$ cat src/rtl/rename_pkg.sv
// Shared types and sizing helpers for the rename/dispatch scheduler.
package rename_pkg;

    // Scheduler state: IDLE takes a fresh decode group, SPLIT drains a held remainder.
    typedef enum logic {
        IDLE  = 1'b0,
        SPLIT = 1'b1
    } sched_state_e;

    // Stores allowed into the Store Buffer in one dispatch cycle unless overridden.
    localparam int DEFAULT_MAX_ST_PER_CYCLE = 1;

    // Counter width able to hold 0..ROB_DEPTH.
    function automatic int rob_cnt_w(input int rob_depth);
        return $clog2(rob_depth + 1);
    endfunction

    // Counter width able to hold 0..SB_DEPTH.
    function automatic int sb_cnt_w(input int sb_depth);
        return $clog2(sb_depth + 1);
    endfunction

endpackage

$ cat src/rtl/rename_dispatch_sched_prefix_sel.sv
// Combinational in-order prefix selector: takes pending slots in order until the
// first one that does not fit the ROB space or the store budget.
module dispatch_prefix_sel
    import rename_pkg::*;
#(
    parameter int W         = 4,
    parameter int ROB_CNT_W = 7
) (
    input  logic [W-1:0]         pending_i,
    input  logic [W-1:0]         is_store_i,
    input  logic [ROB_CNT_W-1:0] rob_free_i,
    input  logic [31:0]          st_budget_i,
    output logic [W-1:0]         mask_o
);

    logic [31:0] rob_free_ext;
    logic [31:0] acc_cnt;
    logic [31:0] st_cnt;
    logic        stop;

    assign rob_free_ext = 32'(rob_free_i);

    // Walk slots in program order; the first valid slot that fails ends the prefix.
    always_comb begin
        // NOTE: every variable gets a default before the loop so no latch is inferred.
        mask_o  = '0;
        acc_cnt = '0;
        st_cnt  = '0;
        stop    = 1'b0;
        for (int i = 0; i < W; i++) begin
            if (pending_i[i] && !stop) begin
                if ((acc_cnt + 32'd1) <= rob_free_ext &&
                    (!is_store_i[i] || (st_cnt + 32'd1) <= st_budget_i)) begin
                    mask_o[i] = 1'b1;
                    acc_cnt   = acc_cnt + 32'd1;
                    if (is_store_i[i]) begin
                        st_cnt = st_cnt + 32'd1;
                    end
                end else begin
                    stop = 1'b1;
                end
            end
        end
    end

endmodule

$ cat src/rtl/rename_dispatch_sched.sv
// Dispatch scheduler between the decode output register and rename. Sends the
// largest in-order prefix that fits ROB/SB/store limits and splits groups that
// cannot go in one cycle, acknowledging the group only once fully dispatched.
module rename_dispatch_sched
    import rename_pkg::*;
#(
    parameter int  DISPATCH_WIDTH   = 4,
    parameter int  ROB_DEPTH        = 64,
    parameter int  SB_DEPTH         = 16,
    parameter int  MAX_ST_PER_CYCLE = DEFAULT_MAX_ST_PER_CYCLE,
    localparam int ROB_CNT_W        = rob_cnt_w(ROB_DEPTH),
    localparam int SB_CNT_W         = sb_cnt_w(SB_DEPTH)
) (
    input  logic                      clk_i,
    input  logic                      rst_i,
    input  logic                      flush_i,
    input  logic                      grp_valid_i,
    input  logic [DISPATCH_WIDTH-1:0] grp_slot_valid_i,
    input  logic [DISPATCH_WIDTH-1:0] grp_is_store_i,
    output logic                      grp_ready_o,
    input  logic [ROB_CNT_W-1:0]      rob_free_cnt_i,
    input  logic [SB_CNT_W-1:0]       sb_free_cnt_i,
    input  logic                      ds_ready_i,
    output logic [DISPATCH_WIDTH-1:0] disp_mask_o,
    output logic [DISPATCH_WIDTH-1:0] sb_alloc_req_o,
    output logic                      disp_fire_o,
    output logic [31:0]               stall_cnt_o,
    output logic [31:0]               split_cnt_o
);

    sched_state_e              state_q, state_d;
    logic [DISPATCH_WIDTH-1:0] rem_q, rem_d;
    logic [31:0]               stall_cnt_q, stall_cnt_d;
    logic [31:0]               split_cnt_q, split_cnt_d;

    logic [DISPATCH_WIDTH-1:0] pending;
    logic [DISPATCH_WIDTH-1:0] sel_mask;
    logic [DISPATCH_WIDTH-1:0] disp_mask;
    logic [DISPATCH_WIDTH-1:0] left;
    logic [31:0]               sb_free_ext;
    logic [31:0]               st_budget;
    logic                      disp_fire;
    logic                      done;

    // Slots still owed for the current group: fresh group in IDLE, remainder in SPLIT.
    always_comb begin
        pending = '0;
        if (grp_valid_i) begin
            pending = (state_q == IDLE) ? grp_slot_valid_i : rem_q;
        end
    end

    assign sb_free_ext = 32'(sb_free_cnt_i);
    assign st_budget   = (sb_free_ext < 32'(MAX_ST_PER_CYCLE)) ? sb_free_ext
                                                               : 32'(MAX_ST_PER_CYCLE);

    dispatch_prefix_sel #(
        .W         (DISPATCH_WIDTH),
        .ROB_CNT_W (ROB_CNT_W)
    ) u_prefix_sel (
        .pending_i   (pending),
        .is_store_i  (grp_is_store_i),
        .rob_free_i  (rob_free_cnt_i),
        .st_budget_i (st_budget),
        .mask_o      (sel_mask)
    );

    // Nothing leaves while reset, flush or downstream back-pressure is active.
    always_comb begin
        disp_mask = '0;
        if (!rst_i && !flush_i && ds_ready_i) begin
            disp_mask = sel_mask;
        end
    end

    assign disp_fire = |disp_mask;
    assign left      = pending & ~disp_mask;
    assign done      = (left == '0);

    // Next state, remainder and counter updates for the split/stall bookkeeping.
    always_comb begin
        state_d     = state_q;
        rem_d       = rem_q;
        stall_cnt_d = stall_cnt_q;
        split_cnt_d = split_cnt_q;
        if (flush_i) begin
            state_d = IDLE;
            rem_d   = '0;
        end else begin
            case (state_q)
                IDLE: begin
                    if (!done && disp_fire) begin
                        rem_d       = left;
                        state_d     = SPLIT;
                        split_cnt_d = split_cnt_q + 32'd1;
                    end else if (!disp_fire && pending != '0) begin
                        stall_cnt_d = stall_cnt_q + 32'd1;
                    end
                end
                SPLIT: begin
                    if (done) begin
                        state_d = IDLE;
                        rem_d   = '0;
                    end else if (disp_fire) begin
                        rem_d = left;
                    end else begin
                        stall_cnt_d = stall_cnt_q + 32'd1;
                    end
                end
                default: begin
                    state_d = IDLE;
                    rem_d   = '0;
                end
            endcase
        end
    end

    // State and counter registers with synchronous reset.
    always_ff @(posedge clk_i) begin
        // NOTE: sequential state uses non-blocking assignments so all registers update together.
        if (rst_i) begin
            state_q     <= IDLE;
            rem_q       <= '0;
            stall_cnt_q <= '0;
            split_cnt_q <= '0;
        end else begin
            state_q     <= state_d;
            rem_q       <= rem_d;
            stall_cnt_q <= stall_cnt_d;
            split_cnt_q <= split_cnt_d;
        end
    end

    assign disp_mask_o    = disp_mask;
    assign sb_alloc_req_o = disp_mask & grp_is_store_i;
    assign disp_fire_o    = disp_fire;
    assign grp_ready_o    = grp_valid_i & done & ~flush_i & ~rst_i;
    assign stall_cnt_o    = stall_cnt_q;
    assign split_cnt_o    = split_cnt_q;

    // Upstream must keep the group presented while a remainder is outstanding.
    a_group_held_in_split: assert property (
        @(posedge clk_i) disable iff (rst_i || flush_i)
        (state_q == SPLIT) |-> grp_valid_i
    );

endmodule

$ cat config.mk
export PLATFORM = sky130hd
export DESIGN_NAME = rename_dispatch_sched
export DESIGN_NICKNAME = d
export VERILOG_FILES = /design/src/rtl/rename_pkg.sv /design/src/rtl/rename_dispatch_sched_prefix_sel.sv /design/src/rtl/rename_dispatch_sched.sv
export SDC_FILE = /design/constraint.sdc
export NUM_CORES = 1
export LEC_CHECK = 0
export CORE_AREA = 2 2 102 104
export DETAILED_ROUTE_END_ITERATION = 8
export DIE_AREA = 0 0 104 106
export MAX_ROUTING_LAYER = met4
export PLACE_DENSITY_LB_ADDON = 0.15
export SYNTH_ARGS = -nofsm -noshare
export SYNTH_HDL_FRONTEND = slang
export SYNTH_SLANG_ARGS = --single-unit
$ cat constraint.sdc
create_clock -name clk_i -period 7.2 [get_ports clk_i]
set_input_delay 0.72 -clock clk_i [delete_from_list [all_inputs] [get_ports clk_i]]
set_output_delay 0.72 -clock clk_i [all_outputs]
set_load 0.01 [all_outputs]
==> results of run 1 <==
==> where the power goes <==
group | switching, mW | total, mW | internal [mW]
Clock | 0.157 | 0.327 | 0.170
Combinational | 0.0995 | 0.201 | 0.102
Sequential | 0.00177 | 0.384 | 0.383
Total | 0.258 | 0.913 | 0.655
==> worst max-delay path by stage <==
stage / from / end / slack [ns] / cells past startpoint
floorplan: sb_free_cnt_i[3] / grp_ready_o / 0.04 / 30
global placement: sb_free_cnt_i[3] / grp_ready_o / -0.57 / 29
detailed placement: sb_free_cnt_i[3] / grp_ready_o / -0.74 / 29
CTS: sb_free_cnt_i[2] / disp_mask_o[3] / -0.04 / 31
global route: sb_free_cnt_i[3] / grp_ready_o / -0.35 / 33
finish: sb_free_cnt_i[3] / grp_ready_o / 0.01 / 32
==> routing by layer <==
| layer | vias up | share of wire | wire (µm) | GRT usage |
|---|---|---|---|---|
| met4 | 0 | 0.037 | 512 | 0.09266 |
| met3 | 45 | 0.053 | 727 | 0.05028 |
| li1 | 2391 | - | - | - |
| met1 | 2330 | 0.42 | 5839 | 0.2929 |
| met5 | - | 0 | 0 | - |
| met2 | 151 | 0.49 | 6753 | 0.3877 |
==> state kept, by name, indices dropped and copies added (netlist names) <==
signal and count:
split_cnt_o 32, rem_q 4, stall_cnt_o 32, state_q 1
==> cell type report <==
type	instances	area, µm²	area share
Inverter	22	85.08	0.01269
Multi-Input combinational cell	436	3171	0.4728
Sequential cell	69	1381	0.2060
Clock inverter	5	58.81	0.008769
Timing Repair Buffer	194	1699	0.2534
Clock buffer	11	141.4	0.02108
Tap cell	136	170.2	0.02537
==> worst max-delay path, delay by kind of cell <==
family,cells,cell delay [ns]
mux,1,0.34
fa+ha+maj,6,1.57
compound gates,7,1.19
buf+inv,4,0.51
simple gates,14,2.10
==> cell usage after synthesis (9+ instances only) <==
master,instances,area share
dfxtp_1,69,0.31
a21oi_1,65,0.073
nand2_1,51,0.043
or3_1,40,0.056
o21ai_0,33,0.037
nor2_1,31,0.026
ha_1,26,0.073
inv_1,21,0.018
o21ai_1,17,0.019
nand3_1,16,0.018
or4_1,16,0.027
nand4_1,14,0.020
and3_1,13,0.018
o31ai_1,13,0.022
clkbuf_1,10,0.0085
and2_1,9,0.013
==> cell families after synthesis <==
kind of cell	Yosys count	share of synthesized area
mux	11	0.02847
buf+inv	45	0.04961
xor+xnor	8	0.01578
flops	69	0.3112
other cells	1	0.0008447
compound gates	159	0.2314
fa+ha+maj	26	0.07328
simple gates	226	0.2895
==> timing repair <==
item                                   CTS  global route
buffers inserted                        33            10
gates resized for setup                 38            52
pin swaps                               25            32
endpoints found under the hold margin    0             0
setup endpoints to repair               32            73
==> summary.md, run 1 <==
| Metric | Value |
|---|---|
| Number of enable flip-flop cells after synthesis | `0` |
| GPL Wtd Cong | `between 0.8 and 0.9` |
| Die Span Y | `106 µm` |
| First-pass iteration count of the detailed router | `4` |
| Placed cells | `814` |
| Commonest non-fill, non-tap cell in the layout | `buf_4` |
| Clk Latency, worst-skew pair | `0.36 ns` |
| Number of fillers in the final layout | `814` |
| IO Port Bufs | `between 90 and 100` |
| Synth-to-Final Area Change | `51.07%` |
| Pwr dens | `136.1 nW/µm²` |
| TritonCTS Buffers | `9` |
| Most used cell, CP | `ha_4` |
| Routed vias/inst | `between 5 and 6` |
| ANT cells | `0` |
| First-pass GRT wire length | `21,290 µm` |
| Post-CTS Hold Buffers | `0` |
| Kind of critical path | `in2out` |
| GR Util All Layers | `0.2389` |
| Final setup vio count | `0` |
| Vias in the first global route | `4,597` |
| Most frequent cells in the layout | `94 x buf_4, 78 x clkdlybuf4s50_1, 69 x dfxtp_1, 60 x a21oi_1, 47 x nand2_1` |
| Post-Route WL | `13,830 µm` |
| Hold path cells | `2` |
| Minimum clock period | `around 7.2 ns` |
| Largest net degree at the start of global routing | `68` |
| Pwr Total | `912.9 µW` |
| RSZ-0062 raised after global routing | `yes` |
| Total I/O pin count | `around 100` |
| Leak | `2.517 nW` |
| Max-slew violations | `0` |
| Synthesized area | `around 4400 µm²` |
| Final core utilization | `0.6707` |
| CTS tree | `done` |
| Distinct cell type count after synthesis | `64` |
| Core ar. | `10000 µm²` |
| Highest Clock Rate | `0.1392 GHz` |
| Cell count of the worst reg-to-reg path | `34` |
| Hold Path Class | `reg2reg` |
| Final TNS setup | `0 ns` |
| Post-Place Cell Area | `5892 µm²` |
| Drc violations | `0` |
| Nets | `just under 800` |
| Crit path launch type | `primary input` |
| Post-route cell area | `approximately 6700 µm²` |
| Slew headroom | `0.5070` |
| PnR worst setup slack | `approximately 0.014 ns` |
| Post-Place Worst Slack | `-0.7354 ns` |
| CP max stage cell | `ha_1` |
| Initial antenna violation count | `0` |
| Number of max-cap violations | `0` |
| RR Startpoint | `state_q` |
| WL/cell | `15.85 µm` |
| Hold Vio Cnt, Final | `0` |
| Peak VDD IR | `roughly 0.10 mV` |
| Mean post-synth cell area | `approximately 8.1 µm²` |
| Iter 0 DRT Violations | `around 220` |
| Largest stage delay on the critical path | `approximately 0.34 ns` |
| Total clock sinks | `69` |
| Synth Warn # | `0` |
| Crit end category | `output port` |
| Sequential fraction of the synthesis area | `0.3112` |
| Antenna Nets Post-Route | `0` |
| Asr flop ratio synth | `0` |
| Run status | `finished clean` |
| CP required | `6.48 ns` |
| Min-Delay Endpoint | `rem_q[3]` |
| Site Rows | `37` |
| Layout cells sized above 1 | `0.2551` |
| Count of non-filler cells in the finished layout | `873` |
| FF-to-FF End | `split_cnt_o[31]` |
| Starting Density | `0.4439` |
| Clock Skew | `0.01037 ns` |
| Max H-tree Level | `3` |
| DIE AREA | `11,020 µm²` |
| Reg clk slew, reported paths | `about 0.07 ns` |
| DP HPWL | `8702 µm` |
| Primary FF master, synth | `dfxtp_1` |
| Yosys reg bits | `just under 70` |
| Crit path max fanout | `4` |
| Remaining global-route overflow | `0` |
| Largest buffer count on any clock path | `2` |
| Post-synthesis cell count | `545` |
| Worst Path Arrival | `6.47 ns` |
| FF-to-FF setup slack | `0.43 ns` |
| Hold path start | `rem_q[3]` |
| Root Driver | `clkbuf_8` |
| Vias | `4,917` |
| Worst slew pin tran | `0.7379 ns` |
| Final Cycle Share | `0.9980` |
| Worst hold slack | `approximately 0.48 ns` |
| Die Width | `104 µm` |
Note: power is estimated with default switching activity, not from simulation.
==> run 2: changes to the inputs <==
--- a/config.mk
+++ b/config.mk
@@ -5,11 +5,12 @@
 export SDC_FILE = /design/constraint.sdc
 export NUM_CORES = 1
 export LEC_CHECK = 0
-export CORE_AREA = 2 2 102 104
+export CORE_AREA = 2 2 104 106
 export DETAILED_ROUTE_END_ITERATION = 8
-export DIE_AREA = 0 0 104 106
+export DIE_AREA = 0 0 106 108
 export MAX_ROUTING_LAYER = met4
 export PLACE_DENSITY_LB_ADDON = 0.15
 export SYNTH_ARGS = -nofsm -noshare
 export SYNTH_HDL_FRONTEND = slang
+export SYNTH_HIERARCHICAL = 1
 export SYNTH_SLANG_ARGS = --single-unit
==> constraint.sdc (replaced) <==
create_clock -name clk_i -period 7.2 [get_ports clk_i]
set_input_delay 0.72 -clock clk_i [delete_from_list [all_inputs] [get_ports clk_i]]
set_output_delay 0.72 -clock clk_i [all_outputs]
set_load 0.05 [all_outputs]
==> summary.md, run 2 <==
| Metric | Value |
|---|---|
| Number of max-cap violations | `0` |
| First-pass iteration count of the detailed router | `5` |
| Sequential fraction of the synthesis area | `0.2934` |
| Synth-to-Final Area Change | `76.30%` |
| Root Driver | `clkbuf_8` |
| Pwr dens | `122.4 nW/µm²` |
| Synth top area share | `0.2934` |
| Highest Clock Rate | `about 0.13 GHz` |
| Final TNS setup | `-27.76 ns` |
| Leak | `3.076 nW` |
| Remaining global-route overflow | `0` |
| Largest net degree at the start of global routing | `74` |
| Largest stage delay on the critical path | `0.39 ns` |
| Hold Vio Cnt, Final | `0` |
| Pwr Total | `~1.0 mW` |
| Layout cells sized above 1 | `0.3706` |
| Site Rows | `37` |
| Primary FF master, synth | `dfxtp_1` |
| CP max stage cell | `a2111oi_4` |
| Max-slew violations | `0` |
| Core ar. | `10,230 µm²` |
| Synth cell count leaders | `69 x dfxtp_1, 51 x nor2_1, 44 x a21oi_1, 31 x nand2_1, 29 x o31ai_1` |
| Number of enable flip-flop cells after synthesis | `0` |
| TritonCTS Buffers | `9` |
| Top area cells in the synthesized netlist | `dfxtp_1 29%, ha_1 6.9%, a21oi_1 4.7%, o31ai_1 4.6%, or4_1 4.5%` |
| Hold Path Class | `reg2reg` |
| Vias in the first global route | `about 5,200` |
| CP top delay family | `compound AO/OA/AOI/OAI gates` |
| Commonest non-fill, non-tap cell in the layout | `buf_4` |
| Area of the multi-input gates | `4193 µm²` |
| Clk Latency, worst-skew pair | `0.36 ns` |
| Drc violations | `0` |
| Post-CTS Hold Buffers | `0` |
| Kind of critical path | `in2out` |
| Max H-tree Level | `3` |
| CP required | `6.48 ns` |
| Total I/O pin count | `between 90 and 100` |
| Synthesized area | `4708 µm²` |
| CTS tree | `done` |
| Hold path cells | `2` |
| Nets | `between 800 and 900` |
| Post-Place Worst Slack | `-1.285 ns` |
| GPL Wtd Cong | `0.8623` |
| Asr flop ratio synth | `0` |
| Total clock sinks | `just under 70` |
| Routed vias/inst | `slightly below 6` |
| Final Cycle Share | `1.082` |
| Crit path max fanout | `4` |
| Synth area leader | `dfxtp_1` |
| Die Span Y | `108 µm` |
| Vias | `5,476` |
| Iter 0 DRT Violations | `~290` |
| First-pass GRT wire length | `25,570 µm` |
| Violated checks | `negative setup slack` |
| IO Port Bufs | `98` |
| Register area | `1381 µm²` |
| RSZ-0062 raised after global routing | `yes` |
| Most common cell in the synthesized netlist | `dfxtp_1` |
| Yosys reg bits | `69` |
| Clock Skew | `0.01395 ns` |
| Number of fillers in the final layout | `just over 600` |
| Peak VDD IR | `about 0.13 mV` |
| Reg clk slew, reported paths | `0.08 ns` |
| Post-Route WL | `17,180 µm` |
| Initial antenna violation count | `0` |
| Most used cell, CP | `ha_4` |
| DP HPWL | `10,080 µm` |
| Worst slew pin tran | `1.030 ns` |
| Largest buffer count on any clock path | `2` |
| WL/cell | `roughly 18 µm` |
| CP bufs+invs | `5` |
| Cell count of the worst reg-to-reg path | `37` |
| Slew headroom | `0.3077` |
| Most frequent cells in the layout | `78 x buf_4, 76 x clkdlybuf4s50_1, 69 x dfxtp_1, 47 x nor2_1, 34 x conb_1` |
| DIE AREA | `11,450 µm²` |
| Mean post-synth cell area | `about 8.5 µm²` |
| Distinct cell type count after synthesis | `64` |
| Minimum clock period | `7.789 ns` |
| Post-synthesis cell count | `553` |
| Worst Path Arrival | `7.07 ns` |
| Levels on crit path | `35` |
| GR Util All Layers | `0.2815` |
| Starting Density | `0.4602` |
| Synth Warn # | `6` |
| ANT cells | `0` |
| Crit end category | `output port` |
| Run status | `finished with violations` |
| PnR worst setup slack | `-0.5889 ns` |
| Antenna Nets Post-Route | `0` |
| Crit path launch type | `primary input` |
| Final setup vio count | `72` |
| Die Width | `106 µm` |
run 2: layout make-up:
cell class / instances / area share
Timing Repair Buffer: 218 / 0.2689
Inverter: 20 / 0.009497
Clock inverter: 5 / 0.01296
Clock buffer: 10 / 0.01658
Tap cell: 136 / 0.02050
Sequential cell: 69 / 0.1664
Multi-Input combinational cell: 474 / 0.5051
run 2: worst paths after layout:
| check | to | from | slack [ns] |
|---|---|---|---|
| max | grp_ready_o | sb_free_cnt_i[4] | -0.59 |
| min | split_cnt_o[16] | split_cnt_o[16] | 0.51 |
| max reg2reg | stall_cnt_o[29] | rem_q[0] | -0.31 |
| min reg2reg | split_cnt_o[16] | split_cnt_o[16] | 0.51 |
run 2: report_power, final:
group / internal [mW] / switching [mW] / total, mW
registers: 0.382 / 0.00195 / 0.384
logic: 0.112 / 0.115 / 0.227
clock network: 0.240 / 0.165 / 0.405
run 2: routing by layer:
layer	GRT usage	vias to the layer above	wire (µm)	share of wire
met5	-	-	0	0
met4	0.08271	0	275	0.016
met3	0.03858	30	768	0.045
met2	0.4834	187	8949	0.52
met1	0.3471	2685	7184	0.42
li1	-	2574	-	-
run 2: stage by stage:
stage,hold slack [ns],cells,instance area (µm²),utilization
final,0.5148,932,8300,0.8113
after global routing,0.5431,932,8300,0.8113
after CTS,0.5090,920,7704,0.7530
after detailed placement,0.4895,866,6543,0.6395
after global placement,0.4663,866,6543,0.6395
after floorplan,0.4694,586,4956,-
run 2: tightest hold or removal path: cells and delay by family (launching register included):
family,cells,cell delay [ns]
AO/OA/AOI/OAI,2,0.14
flip-flops,1,0.33
run 2: cells by family after synthesis:
group	Yosys count	synth area share
flip-flops	69	0.2934
adder cells (fa/ha/maj)	26	0.06909
buffers and inverters	43	0.04146
AND/OR/NAND/NOR	243	0.3216
other	1	0.0007965
multiplexers	12	0.02684
XOR/XNOR	23	0.04278
AO/OA/AOI/OAI	136	0.2041
run 2: timing repair:
item	CTS	global route
resized for setup	128	113
pin swaps	93	85
setup buffers	30	20
setup endpoints to repair	73	73
cloned	9	0
==> run 3: changes to the inputs <==
--- a/config.mk
+++ b/config.mk
@@ -10,6 +10,7 @@
 export DIE_AREA = 0 0 106 108
 export MAX_ROUTING_LAYER = met4
 export PLACE_DENSITY_LB_ADDON = 0.15
+export SETUP_SLACK_MARGIN = 0.3
 export SYNTH_ARGS = -nofsm -noshare
 export SYNTH_HDL_FRONTEND = slang
 export SYNTH_HIERARCHICAL = 1
==> constraint.sdc (replaced) <==
create_clock -name clk_i -period 6.8 [get_ports clk_i]
set_input_delay 0.68 -clock clk_i [delete_from_list [all_inputs] [get_ports clk_i]]
set_output_delay 0.68 -clock clk_i [all_outputs]
set_load 0.05 [all_outputs]
==> summary.md, run 3 (same netlist as run 2, synthesis figures left out) <==
| Metric | Value |
|---|---|
| Run status | `finished with violations` |
| Violated checks | `negative setup slack` |
| CTS tree | `done` |
| Total I/O pin count | `99` |
| Commonest non-fill, non-tap cell in the layout | `buf_4` |
| RSZ-0062 raised after global routing | `yes` |
| Nets | `854` |
| Max-slew violations | `0` |
| Register area | `1381 µm²` |
| Layout cells sized above 1 | `0.3899` |
| Hold path start | `stall_cnt_o[28]` |
| Minimum clock period | `a little under 8 ns` |
| Reg clk slew, reported paths | `0.09 ns` |
| Vias | `5,577` |
| Final setup vio count | `73` |
| Number of max-cap violations | `0` |
| CP top delay family | `simple AND/OR/NAND/NOR gates` |
| Leak | `between 3 and 4 nW` |
| CP max stage cell | `clkdlybuf4s50_1` |
| Most frequent cells in the layout | `90 x buf_4, 80 x clkdlybuf4s50_1, 69 x dfxtp_1, 47 x nor2_1, 34 x conb_1` |
| CP bufs+invs | `5` |
| Post-Route WL | `17,970 µm` |
| DP HPWL | `10,410 µm` |
| Max H-tree Level | `3` |
| Pwr Total | `slightly below 1 mW` |
| IO Port Bufs | `98` |
| First-pass GRT wire length | `24,920 µm` |
| Total clock sinks | `69` |
| Die Span Y | `roughly 110 µm` |
| Clk Latency, worst-skew pair | `0.35 ns` |
| PnR worst setup slack | `-1.134 ns` |
| Clock Skew | `0.01256 ns` |
| Final Cycle Share | `1.167` |
| Site Rows | `37` |
| Synth-to-Final Area Change | `73.98%` |
| First-pass iteration count of the detailed router | `5` |
| Hold Path Class | `reg2reg` |
| RR Startpoint | `state_q` |
| Drc violations | `0` |
| Largest stage delay on the critical path | `0.47 ns` |
| FF-to-FF setup slack | `-0.62 ns` |
| Worst slew pin tran | `1.021 ns` |
| TritonCTS Buffers | `9` |
| Worst Path Arrival | `a little over 7 ns` |
| Final TNS setup | `-68.54 ns` |
| Area of the multi-input gates | `4141 µm²` |
| DIE AREA | `11,450 µm²` |
| Antenna Nets Post-Route | `0` |
| Crit path launch type | `primary input` |
| Highest Clock Rate | `0.1260 GHz` |
| CP required | `6.12 ns` |
| WL/cell | `19.03 µm` |
| Vias in the first global route | `5,280` |
| Crit path max fanout | `5` |
| Initial antenna violation count | `0` |
| Most used cell, CP | `ha_4` |
| Remaining global-route overflow | `0` |
| Root Driver | `clkbuf_8` |
| Slew headroom | `0.3135` |
| Core ar. | `approximately 10,000 µm²` |
| GPL Wtd Cong | `0.8721` |
| Largest net degree at the start of global routing | `74` |
| Pwr dens | `117.2 nW/µm²` |
| Die Width | `106 µm` |
| Hold Vio Cnt, Final | `0` |
| Starting Density | `0.4602` |
| ANT cells | `0` |
| GR Util All Layers | `0.2746` |
| Worst hold slack | `~0.5 ns` |
| Largest buffer count on any clock path | `2` |
| Routed vias/inst | `5.908` |
| Crit end category | `output port` |
| Peak VDD IR | `~0.13 mV` |
| Number of fillers in the final layout | `607` |
| Iter 0 DRT Violations | `384` |
| Kind of critical path | `in2out` |
| CP startpoint | `rob_free_cnt_i[5]` |
[run 3: cell count changes in the layout (fill, tap and decap cells not counted), moves of 4 or more]
cell	delta
buf_4	+12
o2111ai_4	-4
clkdlybuf4s50_1	+4
clkinvlp_4	+4
dlymetal6s2s_1	-4
buf_16	-5
[run 3: final cells by class]
cell class              count  area share
multi-input cells         475      0.5056
repair buffers            228      0.2740
flip-flops and latches     69      0.1686
well taps                 136     0.02077
clock buffers              10     0.01558
inverters                  20    0.009623
clock inverters             6    0.005804
[run 3: path summary, 6_finish.rpt]
path | end | depth (start not counted)
setup / recovery | grp_ready_o | 34
hold / removal | stall_cnt_o[28] | 2
setup reg to reg | stall_cnt_o[21] | 38
hold reg to reg | stall_cnt_o[28] | 2
[run 3: tightest hold or removal path, stage by stage (launching register included)]
cell	delay (ns)
dfxtp_1	0.34
o31ai_1	0.07
a21oi_1	0.06
[run 3: per-stage QoR]
stage / instances / setup WS, ns / util / area (µm²)
5_1_grt: 944 / -1.307 / 0.8007 / 8192
3_3_place_gp: 872 / -1.388 / 0.6488 / 6638
6_report: 944 / -1.134 / 0.8007 / 8192
3_5_place_dp: 872 / -1.671 / 0.6488 / 6638
4_1_cts: 921 / -1.095 / 0.7317 / 7486
2_1_floorplan: 586 / -1.107 / - / 4981
[run 3: power by group]
part	switching, mW	leakage, nW	internal [mW]
clock network	0.179	0.0755	0.135
logic	0.126	2.40	0.114
registers	0.00178	0.556	0.405
total	0.307	3.03	0.654
[run 3: layer usage]
metal | wire, µm | track usage | up-vias
met2 | 9298 | 0.4894 | 227
met5 | 0 | - | -
met4 | 741 | 0.08177 | 0
li1 | - | - | 2591
met1 | 7074 | 0.3198 | 2699
met3 | 851 | 0.04461 | 60
[run 3: repair_timing]
action | CTS | global route
setup endpoints to repair | 73 | 75
buffers inserted | 30 | 22
cloned | 3 | 1
hold buffers | 0 | 0
pin swaps | 106 | 71
resized for setup | 102 | 117
